`src/rtl/csi2tx_dphy_pkg.sv`:
```
// Shared definitions for the CSI-2 TX D-PHY clock-lane control logic.
package csi2tx_dphy_pkg;

  localparam logic [3:0] STOP      = 4'd0;
  localparam logic [3:0] HS_REQ    = 4'd1;
  localparam logic [3:0] HS_ON     = 4'd2;
  localparam logic [3:0] HS_HOLD   = 4'd3;
  localparam logic [3:0] HS_EXIT   = 4'd4;
  localparam logic [3:0] ULPS_ENT  = 4'd5;
  localparam logic [3:0] ULPS      = 4'd6;
  localparam logic [3:0] ULPS_EXIT = 4'd7;
  localparam logic [3:0] ULPS_DROP = 4'd8;

  typedef enum logic [3:0] {
    S_STOP      = STOP,
    S_HS_REQ    = HS_REQ,
    S_HS_ON     = HS_ON,
    S_HS_HOLD   = HS_HOLD,
    S_HS_EXIT   = HS_EXIT,
    S_ULPS_ENT  = ULPS_ENT,
    S_ULPS      = ULPS,
    S_ULPS_EXIT = ULPS_EXIT,
    S_ULPS_DROP = ULPS_DROP
  } clk_state_e;

endpackage

```
`src/rtl/csi2tx_dphy_sync2.sv`:
```
// Two-flop level synchroniser with asynchronous active-low reset.
module csi2tx_dphy_sync2 (
  input  logic clk,
  input  logic rst_n,
  input  logic d,
  output logic q
);

  logic meta_q;
  logic sync_q;

  always_ff @(posedge clk or negedge rst_n) begin
    if (!rst_n) begin
      meta_q <= 1'b0;
      sync_q <= 1'b0;
    end else begin
      meta_q <= d;
      sync_q <= meta_q;
    end
  end

  assign q = sync_q;

endmodule

```
`src/rtl/csi2tx_dphy_clk_lane_ctrl.sv`:
```
// Clock-lane sequencer: HS clock start/hold/stop and ULPS entry/exit, escape-clock domain.
module csi2tx_dphy_clk_lane_ctrl
  import csi2tx_dphy_pkg::*;
#(
  parameter int WAKEUP_W  = 20,
  parameter int TO_CYCLES = 1023
) (
  input  logic                txclkesc,
  input  logic                txescclk_rst_n,
  input  logic                cont_clk_mode,
  input  logic                data_hs_req,
  input  logic                data_lanes_stop,
  input  logic                ulps_req,
  input  logic                ulps_exit_req,
  input  logic [7:0]          clk_post_cnt,
  input  logic [WAKEUP_W-1:0] wakeup_cnt,
  input  logic                frd_sot,
  input  logic                mas_stopstate_clk,
  input  logic                ulpsactivenotclk_s,
  output logic                txrequesths_clk,
  output logic                txulpsclk,
  output logic                txulpsexit_clk,
  output logic                clk_hs_ready,
  output logic                clk_ulps_active,
  output logic                err_timeout,
  output logic [3:0]          ctrl_state
);

  localparam int CNT_W = (WAKEUP_W > 8) ? WAKEUP_W : 8;
  localparam int WD_W  = $clog2(TO_CYCLES + 1);

  clk_state_e       state_q, state_d;
  logic [CNT_W-1:0] cnt_q, cnt_d;
  logic [WD_W-1:0]  wd_q, wd_d;
  logic             sot_sync, sot_dly_q, sot_rise;
  logic             wd_wait, wd_hit, cnt_last, cnt_dec;
  logic             req_q, req_d, ulps_q, ulps_d, uexit_q, uexit_d;
  logic             rdy_q, rdy_d, uact_q, uact_d, err_q, err_d;

  csi2tx_dphy_sync2 u_sot_sync (
    .clk   (txclkesc),
    .rst_n (txescclk_rst_n),
    .d     (frd_sot),
    .q     (sot_sync)
  );

  assign sot_rise = sot_sync & ~sot_dly_q;
  // A count of 0 or 1 both end the phase on this cycle, so a zero load acts as one.
  assign cnt_last = (cnt_q <= CNT_W'(1));

  always_comb begin
    state_d = state_q;
    cnt_d   = cnt_q;
    cnt_dec = 1'b0;
    case (state_q)
      S_STOP: begin
        if (mas_stopstate_clk) begin
          if (data_hs_req || cont_clk_mode)        state_d = S_HS_REQ;
          else if (ulps_req && data_lanes_stop)    state_d = S_ULPS_ENT;
        end
      end
      S_HS_REQ: if (sot_rise) state_d = S_HS_ON;
      S_HS_ON: begin
        if (!data_hs_req && data_lanes_stop && (!cont_clk_mode || ulps_req)) begin
          state_d = S_HS_HOLD;
          cnt_d   = CNT_W'(clk_post_cnt);
        end
      end
      S_HS_HOLD: begin
        if (data_hs_req) state_d = S_HS_ON;
        else begin
          cnt_dec = 1'b1;
          if (cnt_last) state_d = S_HS_EXIT;
        end
      end
      S_HS_EXIT:   if (mas_stopstate_clk) state_d = S_STOP;
      S_ULPS_ENT:  if (!ulpsactivenotclk_s) state_d = S_ULPS;
      S_ULPS: begin
        if (ulps_exit_req) begin
          state_d = S_ULPS_EXIT;
          cnt_d   = CNT_W'(wakeup_cnt);
        end
      end
      S_ULPS_EXIT: begin
        cnt_dec = 1'b1;
        if (cnt_last) state_d = S_ULPS_DROP;
      end
      S_ULPS_DROP: if (mas_stopstate_clk) state_d = S_STOP;
      default:     state_d = S_STOP;
    endcase
    if (cnt_dec) cnt_d = (cnt_q != '0) ? cnt_q - 1'b1 : '0;

    // Watchdog restarts on expiry and on any state change; the FSM keeps waiting.
    wd_wait = state_q inside {S_HS_REQ, S_HS_EXIT, S_ULPS_ENT, S_ULPS_DROP};
    wd_hit  = wd_wait && (state_d == state_q) && (wd_q == WD_W'(TO_CYCLES - 1));
    wd_d    = (!wd_wait || (state_d != state_q) || wd_hit) ? '0 : wd_q + 1'b1;

    req_d   = state_d inside {S_HS_REQ, S_HS_ON, S_HS_HOLD};
    rdy_d   = (state_d == S_HS_ON);
    ulps_d  = state_d inside {S_ULPS_ENT, S_ULPS, S_ULPS_EXIT};
    uexit_d = (state_d == S_ULPS_EXIT);
    uact_d  = (state_d == S_ULPS);
    err_d   = wd_hit;
  end

  always_ff @(posedge txclkesc or negedge txescclk_rst_n) begin
    if (!txescclk_rst_n) begin
      state_q   <= S_STOP;
      cnt_q     <= '0;
      wd_q      <= '0;
      sot_dly_q <= 1'b0;
      req_q     <= 1'b0;
      rdy_q     <= 1'b0;
      ulps_q    <= 1'b0;
      uexit_q   <= 1'b0;
      uact_q    <= 1'b0;
      err_q     <= 1'b0;
    end else begin
      state_q   <= state_d;
      cnt_q     <= cnt_d;
      wd_q      <= wd_d;
      sot_dly_q <= sot_sync;
      req_q     <= req_d;
      rdy_q     <= rdy_d;
      ulps_q    <= ulps_d;
      uexit_q   <= uexit_d;
      uact_q    <= uact_d;
      err_q     <= err_d;
    end
  end

  assign txrequesths_clk = req_q;
  assign clk_hs_ready    = rdy_q;
  assign txulpsclk       = ulps_q;
  assign txulpsexit_clk  = uexit_q;
  assign clk_ulps_active = uact_q;
  assign err_timeout     = err_q;
  assign ctrl_state      = state_q;

endmodule

```
`config.mk`:
```
export PLATFORM = sky130hd
export DESIGN_NAME = csi2tx_dphy_clk_lane_ctrl
export DESIGN_NICKNAME = d
export VERILOG_FILES = /design/src/rtl/csi2tx_dphy_pkg.sv /design/src/rtl/csi2tx_dphy_sync2.sv /design/src/rtl/csi2tx_dphy_clk_lane_ctrl.sv
export SDC_FILE = /design/constraint.sdc
export NUM_CORES = 1
export LEC_CHECK = 0
export CORE_MARGIN = 1
export CORE_UTILIZATION = 25
export CTS_CLUSTER_SIZE = 28
export DETAILED_ROUTE_END_ITERATION = 8
export HOLD_SLACK_MARGIN = 0.06
export PLACE_DENSITY = 0.51
export REMOVE_ABC_BUFFERS = 1
export SYNTH_ARGS = -nofsm -noshare
export SYNTH_HDL_FRONTEND = slang
export SYNTH_SLANG_ARGS = --single-unit
export TNS_END_PERCENT = 1
```
`constraint.sdc`:
```
create_clock -name txclkesc -period 3.3 [get_ports txclkesc]
set_input_delay 0.66 -clock txclkesc [delete_from_list [all_inputs] [get_ports txclkesc]]
set_output_delay 0.66 -clock txclkesc [all_outputs]
set_load 0.02 [all_outputs]
```
==> results of run 1 <==
## registers in the layout, indices dropped and copies added, names as in the netlist
signal	count
txrequesths_clk	1
ctrl_state	4
sot_dly_q	1
txulpsexit_clk	1
u_sot_sync.q	1
wd_q	10
txulpsclk	1
clk_hs_ready	1
cnt_q	20
u_sot_sync.meta_q	1
err_timeout	1
clk_ulps_active	1
## where the power goes
part | total [W] | leakage, nW | switching (W) | internal, W
clock | 0.000365 | 0.0408 | 0.000213 | 0.000152
combinational | 0.00116 | 0.682 | 0.000658 | 0.000501
sequential | 0.000851 | 0.562 | 0.000184 | 0.000666
## cell usage after synthesis, types with 3 or more instances
cell / n
nand3_1: 6
and4_1: 4
o2bb2ai_1: 3
nor4_1: 6
nand2b_1: 4
nor3b_1: 3
nor2_1: 14
dfrtp_1: 43
inv_1: 11
o21ai_0: 12
or4_1: 5
a211o_1: 3
buf_2: 10
clkbuf_1: 8
o22ai_1: 4
nor3_1: 12
nand4_1: 3
mux2i_1: 8
a22o_1: 5
xor2_1: 6
a211oi_1: 10
or2_2: 3
or3_1: 4
a21oi_1: 13
xnor2_1: 3
a32oi_1: 3
a221o_1: 4
ha_1: 5
nand2_1: 19
o31ai_1: 3
## kinds of logic after synthesis
group / share of synthesized area
compound gates: 0.2225
xor+xnor: 0.03041
fa+ha+maj: 0.02413
buf+inv: 0.05261
flops: 0.4151
mux: 0.03523
simple gates: 0.2201
## layer usage
| layer | vias up | wire length [µm] |
|---|---|---|
| li1 | 1123 | - |
| met1 | 1110 | 3323 |
| met2 | 62 | 3051 |
| met3 | 2 | 266 |
| met4 | 0 | 17 |
| met5 | - | 0 |
## area by class of cell
type                       count  area [µm²]  area share
sequential                    43        1076      0.3279
multi-input combinational    202        1395      0.4251
timing repair buffer          53       510.5      0.1555
tap                          133       166.4     0.05071
clock inverter                 3       23.77    0.007244
clock buffer                   5       68.82     0.02097
inverter                      11       41.29     0.01258
## metrics by stage
| stage | total power, W | setup WS [ns] | util |
|---|---|---|---|
| floorplan | 0.001579 | -0.5153 | - |
| global placement | 0.002000 | 0.3308 | 0.3218 |
| detailed placement | 0.002017 | 0.3466 | 0.3218 |
| CTS | 0.002389 | 0.6683 | 0.3312 |
| global route | 0.002554 | 0.4946 | 0.3312 |
| finish | 0.002375 | 0.6781 | 0.3312 |
## cells in the final DEF (no fill, tap or decap), types with 3 or more instances in the layout
cell type,synthesis,layout
buf_4,0,6
a21oi_1,13,13
or2_2,3,3
inv_1,11,11
nor4_1,6,6
nand2b_1,4,4
nor3b_1,3,3
o2bb2ai_1,3,3
nand3_1,6,6
nor2_1,14,14
o22ai_1,4,4
ha_1,5,5
xnor2_1,3,3
a221o_1,4,4
xor2_1,6,6
o31ai_1,3,3
a211oi_1,10,10
nand4_1,3,3
nand2_1,19,19
dfrtp_1,43,43
mux2i_1,8,8
and4_1,4,4
a32oi_1,3,3
a22o_1,5,5
a211o_1,3,3
or4_1,5,5
or3_1,4,4
clkbuf_8,0,5
nor3_1,12,12
o21ai_0,12,12
clkdlybuf4s50_1,0,46
## worst max path at each step
stage | from | endpoint
5_1_grt | data_hs_req | cnt_q[13]$_DFFE_PN0P_
3_5_place_dp | data_hs_req | cnt_q[8]$_DFFE_PN0P_
3_3_place_gp | data_hs_req | cnt_q[8]$_DFFE_PN0P_
4_1_cts | data_hs_req | cnt_q[13]$_DFFE_PN0P_
2_1_floorplan | ctrl_state[0]$_DFF_PN0_ | cnt_q[13]$_DFFE_PN0P_
6_report | data_hs_req | cnt_q[13]$_DFFE_PN0P_
==> results.py, run 1 <==
metrics = {
    "cts": {
        "htree_levels": 2,
        "cts_root_buffer": "clkbuf_8",
        "clkTransAtPathRegs_ns": 0.10,
        "clock-sinks": 43,
        "ctsLongestPathBuffers": 2,
        "cts_setup_buffers": 0,
        "cts_hold_buf": 0,
        "cts_tree": "yes",
        "cts_buffers": 5,
        "clk_latency_ns": 0.30,
        "ctsResizeCount": 0,
    },
    "setup_path": {
        "crit_fanout": 14,
        "cp.buffers_inverters": 1,
        "crit_arrival_ns": 2.82,
        "timing.rr.start": "cnt_q[4]$_DFFE_PN0P_",
        "critPathKind": "in -> reg",
        "max_stage_delay_ns": 0.47,
        "r2r-end": "cnt_q[9]$_DFFE_PN0P_",
        "critPathSlowestCell": "clkdlybuf4s50_1",
        "cpLargestDelayFamily": "simple AND/OR/NAND/NOR gates",
        "rrSetupSlack_ns": 0.80,
        "crit_path_cell_trace": "clkdlybuf4s50_1 > nor4b_1 > a32oi_1 > and2_0 > a21o_1 > a221o_1",
        "reg2regPathDepth": 5,
        "start_kind": "input pin",
        "cp.depth": 6,
        "endpoint_kind": "register",
        "cp.required_ns": 3.49,
    },
    "cells_and_area": {
        "fin_nets": 359,
        "drive_above_1_share": 0.08833,
        "fillCellCount": 1044,
        "area_growth_pct": 26.59,
        "fin_area_um2": 3282,
        "fin_cells": 450,
        "diodes": 0,
    },
    "yosys": {
        "synth_seq_area_share": 0.4151,
        "ys.flop_type": "dfrtp_1",
        "syn_avg_cell_area_um2": 9.393,
        "async_reset_ff_frac": 1.000,
        "synth_top_area_share": 0.4151,
        "synth.area.top_cells": "dfrtp_1, mux2i_1, a211oi_1",
        "synth.distinct_cells": 61,
        "netlist_area_um2": 2592,
        "synth_edf_count": 0,
        "postSynthCellCount": 276,
        "yosysTopAreaCell": "dfrtp_1",
        "synth-seq-cells": 43,
        "synthesis.yosys.warnings": 0,
    },
    "power_and_ir_drop": {
        "ir_drop_mv": 0.3490,
        "p_leak_nw": 1.285,
        "p_per_area_nw_per_um2": 723.6,
    },
    "sta": {
        "max_slew.worst_pin.slew_ns": 1.019,
        "period_share": 0.7945,
        "slew_headroom": 0.3209,
        "fmax_mhz": 381.4,
        "clock_skew_ns": 0.01222,
        "hold_viol": 0,
        "period_needed_ns": 2.622,
        "setup_violations": 0,
        "rsz0062_at_grt": "false",
        "finalSetupTns_ns": 0,
        "fin_hold_ws_ns": 0.3678,
        "final_max_slew_viol_count": 0,
    },
    "hold_path": {
        "holdCritPathClass": "reg -> reg",
        "hold_depth": 0,
        "hp-start": "u_sot_sync.meta_q$_DFF_PN0_",
        "hold_end": "u_sot_sync.q$_DFF_PN0_",
    },
    "die": {
        "std_cell_rows": 36,
        "initial_utilization": 0.2616,
        "die-area_um2": 10780,
        "die_y_um": 103.8,
        "dieWidth_um": 103.8,
        "core-area_um2": 9910,
        "io_pins": 48,
    },
    "grt": {
        "antenna_found_initial": 0,
        "gr-usage-met3": 0.02391,
        "gr-total-overflow": 0,
        "grt_first_pass_wirelength_um": 10750,
        "grt_pass1_vias": 2227,
        "grtUsageTotal": 0.1236,
        "use_met2": 0.2033,
        "met1_usage": 0.1682,
        "busiest_layer": "met2",
        "grt_max_degree": 44,
    },
    "outcome": {
        "status": "finished, final reports clean",
    },
    "detailed_routing": {
        "wl_per_cell_um": 14.80,
        "vias": 2297,
        "drtIter0Drc": 118,
        "ant_nets": 0,
        "vias_per_cell": 5.104,
        "drcViolationCount": 0,
        "wirelength_um": 6659,
        "dr.pass1.iters": 4,
    },
    "placement": {
        "port_buffers": 47,
        "place_area_um2": 3189,
        "post-dp-hpwl_um": 4704,
        "place_congestion": 0.7470,
        "dpl.cell_count": 442,
    },
    "flow_run": {
        "cap_violations": 0,
    },
}
Note: power is estimated with default switching activity, not from simulation.
==> run 2: changes to the inputs <==
==> constraint.sdc (replaced) <==
create_clock -name txclkesc -period 2.55 [get_ports txclkesc]
set_input_delay 0.51 -clock txclkesc [delete_from_list [all_inputs] [get_ports txclkesc]]
set_output_delay 0.51 -clock txclkesc [all_outputs]
set_load 0.02 [all_outputs]
==> run 2 against run 1 <==
Routed wire length is 4.3% higher. First-iteration DRC count is the same. Sequential share of layout area down 1.4 points. Critical endpoint is now cnt_q[9]$_DFFE_PN0P_. Sequential cell count unchanged. Worst setup slack got worse by 0.49 ns. Power increased by 36%. Via count is 2.7% higher. Worst hold slack got worse by 0.20 ns.
==> results.py, run 2 (synthesized netlist as in run 1, its figures left out) <==
metrics = {
    "placement": {
        "place_congestion": 0.7740,
        "place_ws_ns": -0.01748,
        "dpl.cell_count": 459,
        "post-dp-hpwl_um": 4994,
        "port_buffers": 47,
    },
    "cts": {
        "ctsLongestPathBuffers": 2,
        "clkTransAtPathRegs_ns": 0.10,
        "clock-sinks": 43,
        "cts_setup_buffers": 0,
        "ctsResizeCount": 0,
        "cts_root_buffer": "clkbuf_8",
        "clk_latency_ns": 0.31,
        "cts_tree": "yes",
        "htree_levels": 2,
        "cts_buffers": 5,
        "cts_hold_buf": 0,
    },
    "detailed_routing": {
        "wirelength_um": 6947,
        "drcViolationCount": 0,
        "drtIter0Drc": 118,
        "vias_per_cell": 5.054,
        "vias": 2360,
        "ant_nets": 0,
        "wl_per_cell_um": 14.88,
        "dr.pass1.iters": 4,
    },
    "power_and_ir_drop": {
        "p_per_area_nw_per_um2": 946.7,
        "p_leak_nw": 1.373,
        "ir_drop_mv": 0.3273,
    },
    "sta": {
        "max_slew.worst_pin.slew_ns": 0.6443,
        "slew_headroom": 0.5650,
        "rsz0062_at_grt": "false",
        "period_share": 0.9255,
        "final_max_slew_viol_count": 0,
        "finalSetupTns_ns": 0,
        "clock_skew_ns": 0.01833,
        "fmax_mhz": 423.7,
        "period_needed_ns": 2.360,
        "hold_viol": 0,
        "finalWorstSetupSlack_ns": 0.1900,
        "setup_violations": 0,
    },
    "die": {
        "core-area_um2": 9910,
        "die_y_um": 103.8,
        "io_pins": 48,
        "dieWidth_um": 103.8,
        "die-area_um2": 10780,
        "initial_utilization": 0.2616,
        "std_cell_rows": 36,
    },
    "hold_path": {
        "holdCritPathClass": "in -> async",
    },
    "cells_and_area": {
        "area_growth_pct": 32.05,
        "final_cell_mix": "clkdlybuf4s50_1, dfrtp_1, buf_4, nand2_1, nor2_1",
        "layout_commonest_cell": "clkdlybuf4s50_1",
        "largest_reg_flops": 20,
        "diodes": 0,
        "fin_cells": 467,
        "top_register": "cnt_q",
        "post-route-util": 0.3455,
        "drive_above_1_share": 0.1347,
        "fin_nets": 376,
    },
    "grt": {
        "grt_pass1_vias": 2274,
        "grt_max_degree": 44,
        "grt_first_pass_wirelength_um": 11550,
        "grtUsageTotal": 0.1321,
        "gr-total-overflow": 0,
        "antenna_found_initial": 0,
    },
    "setup_path": {
        "critPathKind": "reg -> reg",
        "crit_arrival_ns": 2.55,
        "start_kind": "register",
        "endpoint_kind": "register",
        "cp.required_ns": 2.74,
        "crit_fanout": 20,
    },
    "flow_run": {
        "cap_violations": 0,
    },
    "outcome": {
        "status": "finished, final reports clean",
    },
}
[run 2: cell count changes in the layout (fill, tap and decap cells not counted), sizes merged]
| cell | change |
|---|---|
| clkinvlp | -1 |
| buf | +17 |
| clkinv | +2 |
| inv | -1 |
[run 2: power by group]
part | switching (W) | internal, W
clock network | 0.000268 | 0.000196
registers | 0.000189 | 0.000863
logic | 0.000935 | 0.000789
[run 2: final timing paths]
path,startpoint,end,slack [ns],cells past startpoint
max,cnt_q[14]$_DFFE_PN0P_,cnt_q[9]$_DFFE_PN0P_,0.19,5
min,txescclk_rst_n,wd_q[8]$_DFF_PN0_,0.16,2
max reg2reg,cnt_q[14]$_DFFE_PN0P_,cnt_q[9]$_DFFE_PN0P_,0.19,5
min reg2reg,u_sot_sync.meta_q$_DFF_PN0_,u_sot_sync.q$_DFF_PN0_,0.37,0
max in group asynchronous,txescclk_rst_n,cnt_q[7]$_DFFE_PN0P_,2.16,2
min in group txclkesc,u_sot_sync.meta_q$_DFF_PN0_,u_sot_sync.q$_DFF_PN0_,0.37,0
[run 2: stage by stage]
| step | instance area (µm²) | hold WS, ns | total power, W |
|---|---|---|---|
| after floorplan | 2497 | 0.2144 | 0.002044 |
| after global placement | 3329 | 0.3336 | 0.002783 |
| after detailed placement | 3329 | 0.3389 | 0.002790 |
| after CTS | 3423 | 0.1647 | 0.003266 |
| after global routing | 3423 | 0.1698 | 0.003499 |
| final | 3423 | 0.1644 | 0.003241 |
[run 2: worst max-delay path, stage by stage, from the launching register on]
cell and delay (ns):
dfrtp_1 0.46, or4_1 0.65, nor3_2 0.18, a31o_2 0.46, o21ai_0 0.18, a221o_1 0.31
[run 2: cell type report]
| type | instances | area (µm²) |
|---|---|---|
| fillers | 1037 | 6486 |
| repair buffers | 70 | 650.6 |
| inverters | 11 | 41.29 |
| clock buffers | 5 | 68.82 |
| flip-flops and latches | 43 | 1076 |
| well taps | 133 | 166.4 |
| multi-input cells | 202 | 1395 |
| clock inverters | 3 | 25.02 |
[run 2: layer usage]
metal  up-vias  share of wire  track usage  wire, µm
met5         -              0            0         0
met4         0          0.013      0.03367        88
met3        11          0.051      0.03021       354
met2        69           0.45       0.2114      3116
met1      1124           0.49       0.1788      3388
li1       1156              -            -         -
